===== src/rtl/unstripe_ctrl_if.sv =====
// Handshake and lane bundle between the per-lane receivers, the un-stripe
// controller and the downstream byte un-striper.
interface unstripe_ctrl_if #(
    parameter int DATA_W = 32
);
    logic [DATA_W-1:0] lane_0;
    logic              valid_0;
    logic [DATA_W-1:0] lane_1;
    logic              valid_1;
    logic              out_ready;
    logic [DATA_W-1:0] data_out;
    logic              valid_out;
    logic              selector;
    logic              active;
    logic              overflow_err;
    logic [7:0]        underrun_cnt;

    modport master (
        output lane_0, valid_0, lane_1, valid_1, out_ready,
        input  data_out, valid_out, selector, active, overflow_err, underrun_cnt
    );

    modport slave (
        input  lane_0, valid_0, lane_1, valid_1, out_ready,
        output data_out, valid_out, selector, active, overflow_err, underrun_cnt
    );
endinterface


===== src/rtl/unstripe_ctrl.sv =====
// Two-lane un-stripe sequencer: per-lane deskew FIFOs, alignment wait, and a
// strict lane_0/lane_1 alternating merge onto one valid/ready output stream.
module unstripe_ctrl #(
    parameter int DATA_W     = 32,
    parameter int FIFO_DEPTH = 4,
    parameter int ALIGN_MIN  = 1
) (
    input  logic            clk_2f,
    input  logic            reset,
    unstripe_ctrl_if.slave  bus
);

    localparam int PTR_W = $clog2(FIFO_DEPTH);
    localparam int CNT_W = PTR_W + 1;

    typedef enum logic [1:0] {
        ST_IDLE  = 2'd0,
        ST_RUN   = 2'd1,
        ST_STALL = 2'd2
    } state_t;

    function automatic logic [7:0] sat_inc8(input logic [7:0] val);
        sat_inc8 = (val == 8'hFF) ? 8'hFF : (val + 8'd1);
    endfunction

    state_t            state_r;
    state_t            next_state_s;
    logic              sel_r;
    logic              next_sel_s;
    logic [DATA_W-1:0] data_out_r;
    logic              valid_out_r;
    logic              active_r;
    logic              overflow_err_r;
    logic [7:0]        underrun_cnt_r;

    logic [DATA_W-1:0] mem_r     [2][FIFO_DEPTH];
    logic [PTR_W-1:0]  rd_ptr_r  [2];
    logic [PTR_W-1:0]  wr_ptr_r  [2];
    logic [CNT_W-1:0]  count_r   [2];
    logic [DATA_W-1:0] lane_in_s [2];
    logic [1:0]        valid_in_s;
    logic [1:0]        full_s;
    logic [1:0]        wr_s;
    logic [1:0]        pop_s;
    logic [1:0]        drop_s;
    logic              load_s;
    logic [DATA_W-1:0] head_s;

    assign lane_in_s[0] = bus.lane_0;
    assign lane_in_s[1] = bus.lane_1;
    assign valid_in_s   = {bus.valid_1, bus.valid_0};

    // A new word may be presented whenever the output register is empty or being taken.
    assign load_s = ~valid_out_r | bus.out_ready;
    assign head_s = mem_r[sel_r][rd_ptr_r[sel_r]];

    // Per-lane write acceptance; a full FIFO still accepts when it is popped in the same cycle.
    always_comb begin
        full_s = 2'b00;
        wr_s   = 2'b00;
        drop_s = 2'b00;
        for (int i = 0; i < 2; i++) begin
            full_s[i] = (count_r[i] == CNT_W'(FIFO_DEPTH));
            wr_s[i]   = valid_in_s[i] & (~full_s[i] | pop_s[i]);
            drop_s[i] = valid_in_s[i] & full_s[i] & ~pop_s[i];
        end
    end

    // Next-state, lane selection and pop decisions, all from registered FIFO counts.
    always_comb begin
        next_state_s = state_r;
        next_sel_s   = sel_r;
        pop_s        = 2'b00;
        case (state_r)
            ST_IDLE: begin
                next_sel_s = 1'b0;
                if ((count_r[0] >= CNT_W'(ALIGN_MIN)) && (count_r[1] >= CNT_W'(ALIGN_MIN))) begin
                    next_state_s = ST_RUN;
                end else begin
                    next_state_s = ST_IDLE;
                end
            end
            ST_RUN: begin
                if (load_s) begin
                    if (count_r[sel_r] != '0) begin
                        pop_s[sel_r] = 1'b1;
                        next_sel_s   = ~sel_r;
                    end else if ((count_r[0] == '0) && (count_r[1] == '0) && (sel_r == 1'b0)) begin
                        // Stream ended cleanly on a lane pair boundary.
                        next_state_s = ST_IDLE;
                    end else begin
                        next_state_s = ST_STALL;
                    end
                end else begin
                    next_state_s = ST_RUN;
                end
            end
            ST_STALL: begin
                if (count_r[sel_r] != '0) begin
                    next_state_s = ST_RUN;
                end else begin
                    next_state_s = ST_STALL;
                end
            end
            default: begin
                next_state_s = ST_IDLE;
                next_sel_s   = 1'b0;
            end
        endcase
    end

    // FIFO pointers and occupancy counts.
    always_ff @(posedge clk_2f) begin
        if (reset) begin
            for (int i = 0; i < 2; i++) begin
                rd_ptr_r[i] <= '0;
                wr_ptr_r[i] <= '0;
                count_r[i]  <= '0;
            end
        end else begin
            for (int i = 0; i < 2; i++) begin
                if (wr_s[i]) begin
                    wr_ptr_r[i] <= wr_ptr_r[i] + PTR_W'(1);
                end
                if (pop_s[i]) begin
                    rd_ptr_r[i] <= rd_ptr_r[i] + PTR_W'(1);
                end
                if (wr_s[i] && !pop_s[i]) begin
                    count_r[i] <= count_r[i] + CNT_W'(1);
                end else if (!wr_s[i] && pop_s[i]) begin
                    count_r[i] <= count_r[i] - CNT_W'(1);
                end
            end
        end
    end

    // FIFO storage; contents need no reset since occupancy is tracked separately.
    always_ff @(posedge clk_2f) begin
        for (int i = 0; i < 2; i++) begin
            if (wr_s[i]) begin
                mem_r[i][wr_ptr_r[i]] <= lane_in_s[i];
            end
        end
    end

    // FSM state, output word register and error/status tracking.
    always_ff @(posedge clk_2f) begin
        if (reset) begin
            state_r        <= ST_IDLE;
            sel_r          <= 1'b0;
            data_out_r     <= '0;
            valid_out_r    <= 1'b0;
            active_r       <= 1'b0;
            overflow_err_r <= 1'b0;
            underrun_cnt_r <= 8'd0;
        end else begin
            state_r  <= next_state_s;
            sel_r    <= next_sel_s;
            active_r <= (next_state_s != ST_IDLE);
            if (|pop_s) begin
                data_out_r  <= head_s;
                valid_out_r <= 1'b1;
            end else if (load_s) begin
                valid_out_r <= 1'b0;
            end
            if (|drop_s) begin
                overflow_err_r <= 1'b1;
            end
            if (state_r == ST_STALL) begin
                underrun_cnt_r <= sat_inc8(underrun_cnt_r);
            end
        end
    end

    assign bus.data_out     = data_out_r;
    assign bus.valid_out    = valid_out_r;
    assign bus.selector     = sel_r;
    assign bus.active       = active_r;
    assign bus.overflow_err = overflow_err_r;
    assign bus.underrun_cnt = underrun_cnt_r;

endmodule


===== src/flat_wrapper.sv =====
// flat-port wrapper written by rule: the top's interface ports become plain ports
module unstripe_ctrl_flat 
#(
    parameter int DATA_W     = 32,
    parameter int FIFO_DEPTH = 4,
    parameter int ALIGN_MIN  = 1
)
  (clk_2f, reset, bus_lane_0, bus_valid_0, bus_lane_1, bus_valid_1, bus_out_ready, bus_data_out, bus_valid_out, bus_selector, bus_active, bus_overflow_err, bus_underrun_cnt);
  unstripe_ctrl_if #(.DATA_W(DATA_W)) bus_i ();
  input  logic clk_2f;
  input  logic reset;
  input wire logic [$bits(bus_i.lane_0)-1:0] bus_lane_0;
  input wire logic [$bits(bus_i.valid_0)-1:0] bus_valid_0;
  input wire logic [$bits(bus_i.lane_1)-1:0] bus_lane_1;
  input wire logic [$bits(bus_i.valid_1)-1:0] bus_valid_1;
  input wire logic [$bits(bus_i.out_ready)-1:0] bus_out_ready;
  output wire logic [$bits(bus_i.data_out)-1:0] bus_data_out;
  output wire logic [$bits(bus_i.valid_out)-1:0] bus_valid_out;
  output wire logic [$bits(bus_i.selector)-1:0] bus_selector;
  output wire logic [$bits(bus_i.active)-1:0] bus_active;
  output wire logic [$bits(bus_i.overflow_err)-1:0] bus_overflow_err;
  output wire logic [$bits(bus_i.underrun_cnt)-1:0] bus_underrun_cnt;
  assign bus_i.lane_0 = bus_lane_0;
  assign bus_i.valid_0 = bus_valid_0;
  assign bus_i.lane_1 = bus_lane_1;
  assign bus_i.valid_1 = bus_valid_1;
  assign bus_i.out_ready = bus_out_ready;
  assign bus_data_out = bus_i.data_out;
  assign bus_valid_out = bus_i.valid_out;
  assign bus_selector = bus_i.selector;
  assign bus_active = bus_i.active;
  assign bus_overflow_err = bus_i.overflow_err;
  assign bus_underrun_cnt = bus_i.underrun_cnt;
  unstripe_ctrl #(.DATA_W(DATA_W), .FIFO_DEPTH(FIFO_DEPTH), .ALIGN_MIN(ALIGN_MIN)) u_core (.clk_2f(clk_2f), .reset(reset), .bus(bus_i));
endmodule

===== config.mk =====
export PLATFORM = sky130hd
export DESIGN_NAME = unstripe_ctrl_flat
export DESIGN_NICKNAME = d
export VERILOG_FILES = /design/src/rtl/unstripe_ctrl_if.sv /design/src/rtl/unstripe_ctrl.sv /design/src/flat_wrapper.sv
export SDC_FILE = /design/constraint.sdc
export NUM_CORES = 1
export LEC_CHECK = 0
export CELL_PAD_IN_SITES_DETAIL_PLACEMENT = 1
export CELL_PAD_IN_SITES_GLOBAL_PLACEMENT = 1
export CORE_MARGIN = 3
export CORE_UTILIZATION = 45
export CTS_CLUSTER_DIAMETER = 50
export DETAILED_ROUTE_END_ITERATION = 8
export GPL_TIMING_DRIVEN = 0
export PLACE_DENSITY_LB_ADDON = 0.1
export SYNTH_ARGS = -nofsm -noshare
export SYNTH_HDL_FRONTEND = slang
export SYNTH_SLANG_ARGS = --single-unit

===== constraint.sdc =====
create_clock -name clk_2f -period 5.65 [get_ports clk_2f]
set_input_delay 0.565 -clock clk_2f [delete_from_list [all_inputs] [get_ports clk_2f]]
set_output_delay 0.565 -clock clk_2f [all_outputs]
set_load 0.02 [all_outputs]

==> run summary, run 1 <==
Run status: complete, no violations
Final worst-path cycle share: 46.4%
Drt initial violations: 485
Relative slew slack: 35.9%
Total GRT Usage: 20.0%
Core ar.: 26400 um^2
Largest family of logic cells by synthesized area: multiplexers
Max-Cap Viols: 0
WP buf/inv: 3
Vias in the first global route: 7240
Antenna Violating Nets Remaining: 0
RSZ-0062 raised after global routing: false
Syn_area_per_cell: 18.7 um^2
Post-CTS setup buffer count: 0
CTS Sinks: 317
Final setup fails: 0
Leak Pwr: 5.00 nW
Die area: 29300 um^2
Setup TNS: 0 ns
Total wire length: 28800 um
Setup ws final: 3.03 ns
Compound-Gate Fraction of Synth Area: 4.55%
Cell family contributing the most delay on the critical path: simple AND/OR/NAND/NOR gates
Die Wd: 171 um
M1 GR Usage: 26.3%
Routed WL per cell: 24.5 um
Final Hold Fails: 0
Crit path kind: input pin to register
Worst-path clk slew: 0.06 ns
Initial antenna violation count: 0
Pint: 5.33 mW
Cell area after synthesis: 12300 um^2
Htree depth: 2
Actual slew at the worst max-slew pin: 0.962 ns
DRC: 0
Post-Synth Simple-Gate Area: 3.37%
Reg power frac: 41.5%
Post-DP Area: 14000 um^2
Share of layout cells above drive strength 1: 18.6%
CP max-delay cell: and2_2
Power Total: 7.57 mW
Switching share of power: 29.6%
Starting density of the core: 46.5%
Skew final: 0.0147 ns
Port buffer count: 111
Vias per cell: 5.63
Pwr dens: 499 nW/um^2
Peak Freq: 381 MHz
CTS resizes: 0
Max Slew Vio Count: 0
Setup crit end kind: register
Hold Slack: 0.545 ns
Final instance area: 15200 um^2
Worst skew pair latency: 0.51 ns
Post-synthesis mux area share: 14.5%
Critical Path RT: 5.84 ns
CTS Buf Count: 36
YS warnings: 0
Startpoint types: input pin
Ys async rst share: 0%
Switch Pwr: 2.24 mW
Detailed-route via count: 6624
Most frequent cells in the layout: edfxtp_1 (270), clkdlybuf4s50_1 (111), mux4_2 (64)
Hold Crit Class: register to register
Max incr delay on CP: 0.53 ns
CTS tree: done
Critical path arrival: 2.82 ns
Synthesis-to-finish area growth: 23.5%
Met2 usage: 35.1%
Rows: 59
Logic pwr share: 28.0%
Aggregate global routing overflow: 0
Boundary Pins: 113
Met3 Use GR: 3.40%
GP Congestion: 0.787
Post-synthesis cell count: 657
First drt pass iteration count: 5
Post-synth EDFFs: 270
First-pass GRT wire length: 43900 um
Net Count, Synth: 743
Hold_buf cts: 0
Largest net degree at the start of global routing: 22
Commonest non-fill, non-tap cell in the layout: edfxtp_1
VDD IR-drop max: 266 uV
CTS root buf: clkbuf_16
Clock share of power: 30.6%
Distinct cells, synth: 42
Place WS: 2.49 ns
Synth Area in Adders: 1.73%
Die height: 171 um
Reg-to-reg slack, setup: 3.08 ns
Xor and xnor area share after synthesis: 0.570%
Final net count: 900
Tmin final: 2.62 ns
Crit-path max FO: 19
Sequential area share after synthesis: 73.6%
Worst-path cell chain: clkdlybuf4s50_1 > nand2b_1 > and4_4 > buf_6 > a21oi_2 > nor2b_1 > and2_2 > buf_12
CTS Buffer Depth: 3
Ys flop type: edfxtp_1
GR peak layer: met2
Dpl hpwl: 19000 um
#FFs+latches synth: 317
-- cell type report --
class | instances | area [um^2]
flip-flops and latches | 317 | 9050
repair buffers | 119 | 1270
clock inverters | 15 | 211
clock buffers | 49 | 971
fillers | 2382 | 11300
diodes | 1 | 2.50
multi-input cells | 295 | 3040
well taps | 335 | 419
plain buffers | 33 | 161
inverters | 12 | 45.0
-- power by group through the flow --
stage | registers [mW] | logic [mW] | clock network, mW
2_1_floorplan | 3.28 | 1.15 | 0
4_1_cts | 3.14 | 2.15 | 2.37
3_5_place_dp | 3.19 | 2.13 | 0
5_1_grt | 3.18 | 2.29 | 2.47
6_report | 3.14 | 2.12 | 2.31
3_3_place_gp | 3.18 | 2.02 | 0
-- path summary, 6_finish.rpt --
kind                                      startpoint                                       to  cells past startpoint
max                                    bus_out_ready            u_core.mem_r[1][20]$_DFFE_PP_                      8
min reg2reg  u_core.bus.underrun_cnt[0]$_SDFFE_PP0N_  u_core.bus.underrun_cnt[0]$_SDFFE_PP0N_                      1
max reg2reg             u_core.state_r[0]$_SDFF_PP0_            u_core.mem_r[1][20]$_DFFE_PP_                      7
min          u_core.bus.underrun_cnt[0]$_SDFFE_PP0N_  u_core.bus.underrun_cnt[0]$_SDFFE_PP0N_                      1
-- layer usage --
metal / part of all wire [%] / wire, um / up-vias
li1: - / - / 2954
met1: 41 / 11900 / 3439
met2: 52 / 14800 / 185
met3: 5.2 / 1500 / 46
met4: 1.9 / 546 / 0
met5: 0 / 0 / -
-- registers in the layout (all words and copies together) (netlist names), named ones only --
register	flops
u_core.bus.active	1
u_core.bus.data_out	32
u_core.bus.overflow_err	1
u_core.bus.selector	1
u_core.bus.underrun_cnt	8
u_core.bus.valid_out	1
u_core.count_r	6
u_core.mem_r	256
u_core.rd_ptr_r	4
u_core.state_r	2
u_core.wr_ptr_r	4
-- per-stage QoR --
stage          instances  utilization (%)
2_1_floorplan        657                -
3_3_place_gp        1103             52.3
3_5_place_dp        1111             52.9
4_1_cts             1175             57.4
5_1_grt             1175             57.4
6_report            1176             57.4
-- cell usage after synthesis (6+ instances only) --
master | count | area share (%)
edfxtp_1 | 270 | 66
mux4_2 | 64 | 12
dfxtp_1 | 47 | 7.7
a21oi_1 | 44 | 1.8
o21ai_0 | 39 | 1.6
mux2i_1 | 32 | 2.6
clkbuf_1 | 18 | 0.55
nor2_1 | 18 | 0.55
ha_1 | 17 | 1.7
buf_2 | 12 | 0.49
inv_1 | 12 | 0.37
and2_1 | 11 | 0.56
nand2_1 | 10 | 0.31
nand4_1 | 6 | 0.31
xnor2_1 | 6 | 0.43
-- logic make-up (layout without fill, tap and decap cells) --
kind of cell,count (synthesis),count (layout)
multiplexers,97,97
flip-flops,317,317
AND/OR/NAND/NOR,74,74
other,0,1
AO/OA/AOI/OAI,99,99
adder cells (fa/ha/maj),17,17
buffers and inverters,45,228
XOR/XNOR,8,8
(Power assumes the default switching activity.)
==> inputs of run 2 (changes only) <==
==> constraint.sdc (replaced) <==
create_clock -name clk_2f -period 2.71 [get_ports clk_2f]
set_input_delay 0.271 -clock clk_2f [delete_from_list [all_inputs] [get_ports clk_2f]]
set_output_delay 0.271 -clock clk_2f [all_outputs]
set_load 0.02 [all_outputs]
==> run 2 against run 1 <==
Global-route usage stayed put. Clock skew is essentially flat. Register-to-register slack worse by 3.0 ns. Non-clock buffer count unchanged. Combinational power is 110% higher. Total power rose by 110%. Sequential cell count is the same. Utilization barely moved. Critical path type is now register to register. Largest power group unchanged. Sequential share of layout area about the same.
==> run summary, run 2 (same netlist as run 1, synthesis figures left out) <==
Run status: complete, no violations
M1 GR Usage: 26.3%
Hold Crit Class: input pin to register
Final worst-path cycle share: 95.4%
CTS Sinks: 317
Starting density of the core: 46.5%
Critical path origin: u_core.state_r[0]$_SDFF_PP0_
Place WS: -0.161 ns
Crit path kind: register to register
Pwr dens: 1040 nW/um^2
CTS root buf: clkbuf_16
CTS Buffer Depth: 3
Setup TNS: 0 ns
Vias per cell: 5.63
Antenna Violating Nets Remaining: 0
Register Area: 9050 um^2
Peak Freq: 387 MHz
RSZ-0062 raised after global routing: true
Drt initial violations: 487
Routed WL per cell: 24.5 um
Aggregate global routing overflow: 0
Total GRT Usage: 20.0%
Crit-path max FO: 19
Most frequent cells in the layout: edfxtp_1 (270), clkdlybuf4s50_1 (111), mux4_2 (64)
Actual slew at the worst max-slew pin: 0.962 ns
Leak Pwr: 5.00 nW
Final net count: 900
VDD IR-drop max: 554 uV
Worst-path clk slew: 0.06 ns
Critical path arrival: 2.78 ns
Critical Path RT: 2.90 ns
Commonest non-fill, non-tap cell in the layout: edfxtp_1
Hold_sp: bus_valid_0
Total wire length: 28800 um
Vias in the first global route: 7240
Relative slew slack: 35.9%
Core ar.: 26400 um^2
Final Hold Fails: 0
Detailed-route via count: 6624
Fillers: 2381
Startpoint types: register
Largest net degree at the start of global routing: 22
Htree depth: 2
Worst skew pair latency: 0.51 ns
Synthesis-to-finish area growth: 23.5%
Die area: 29300 um^2
Setup crit end kind: register
Final setup fails: 0
Port buffer count: 111
Hold_buf cts: 0
DRC: 0
Die Wd: 171 um
Skew final: 0.0147 ns
CTS tree: done
Rows: 59
Boundary Pins: 113
First-pass GRT wire length: 43900 um
GR peak layer: met2
Tmin final: 2.59 ns
Max Slew Vio Count: 0
Max-Cap Viols: 0
Multi-input gate area: 3040 um^2
Setup ws final: 0.125 ns
Max FFs per register: 256
Met2 usage: 35.1%
Met3 Use GR: 3.40%
Die height: 171 um
First drt pass iteration count: 5
GP Congestion: 0.787
Initial antenna violation count: 0
Dpl hpwl: 19000 um
Share of layout cells above drive strength 1: 18.6%
CTS Buf Count: 36
Reg2reg start: u_core.state_r[0]$_SDFF_PP0_
==> run 2: cell count changes in the layout (fill, tap and decap cells not counted) <==
cell / delta
and2_2: -1
and2_4: +1
==> run 2: worst max-delay path, stage by stage (launching register included) <==
cell	delay, ns
dfxtp_1	0.39
nor2b_1	0.29
and4_4	0.26
buf_6	0.14
a21oi_2	0.07
nor2b_1	0.32
and2_2	0.53
buf_12	0.26
==> run 2: final cells by class <==
class | count | share of cell area (%)
sequential | 317 | 59.6
multi-input combinational | 295 | 20.1
timing repair buffer | 119 | 8.38
clock buffer | 49 | 6.40
tap | 335 | 2.76
clock inverter | 15 | 1.39
buffer | 33 | 1.06
inverter | 12 | 0.297
antenna | 1 | 0.0165
==> run 2: power breakdown <==
group	internal (mW)	total, mW	switching, mW	leakage (nW)
registers	6.17	6.55	0.375	2.88
logic	1.95	4.42	2.46	1.55
clock network	3.00	4.83	1.83	0.568
==> run 2: through the flow <==
step	util [%]	power, mW	cell area (um^2)	hold WS, ns	std cells
after floorplan	-	9.25	12300	0.356	657
final	57.4	15.8	15200	0.274	1176
after CTS	57.4	16.0	15200	0.247	1175
after detailed placement	52.9	11.1	14000	0.528	1111
after global routing	57.4	16.5	15200	0.344	1175
after global placement	52.3	10.8	13800	0.484	1103
==> run 2: per-layer routing <==
layer | part of all wire [%] | routed length, um | vias to the layer above
li1 | - | - | 2954
met1 | 41 | 11900 | 3440
met2 | 52 | 14800 | 184
met3 | 5.2 | 1490 | 46
met4 | 1.9 | 546 | 0
met5 | 0 | 0 | -
==> run 2: what timing repair did <==
item,CTS,global route
setup endpoints to repair,0,67
setup buffers,0,0
resized for setup,0,1
==> run 2: worst paths after layout <==
| kind | endpoint | slack, ns | cells past startpoint |
|---|---|---|---|
| hold reg to reg | u_core.bus.underrun_cnt[0]$_SDFFE_PP0N_ | 0.54 | 1 |
| setup / recovery | u_core.mem_r[1][20]$_DFFE_PP_ | 0.12 | 7 |
| setup reg to reg | u_core.mem_r[1][20]$_DFFE_PP_ | 0.12 | 7 |
| hold / removal | u_core.bus.overflow_err$_SDFFE_PP0P_ | 0.27 | 3 |
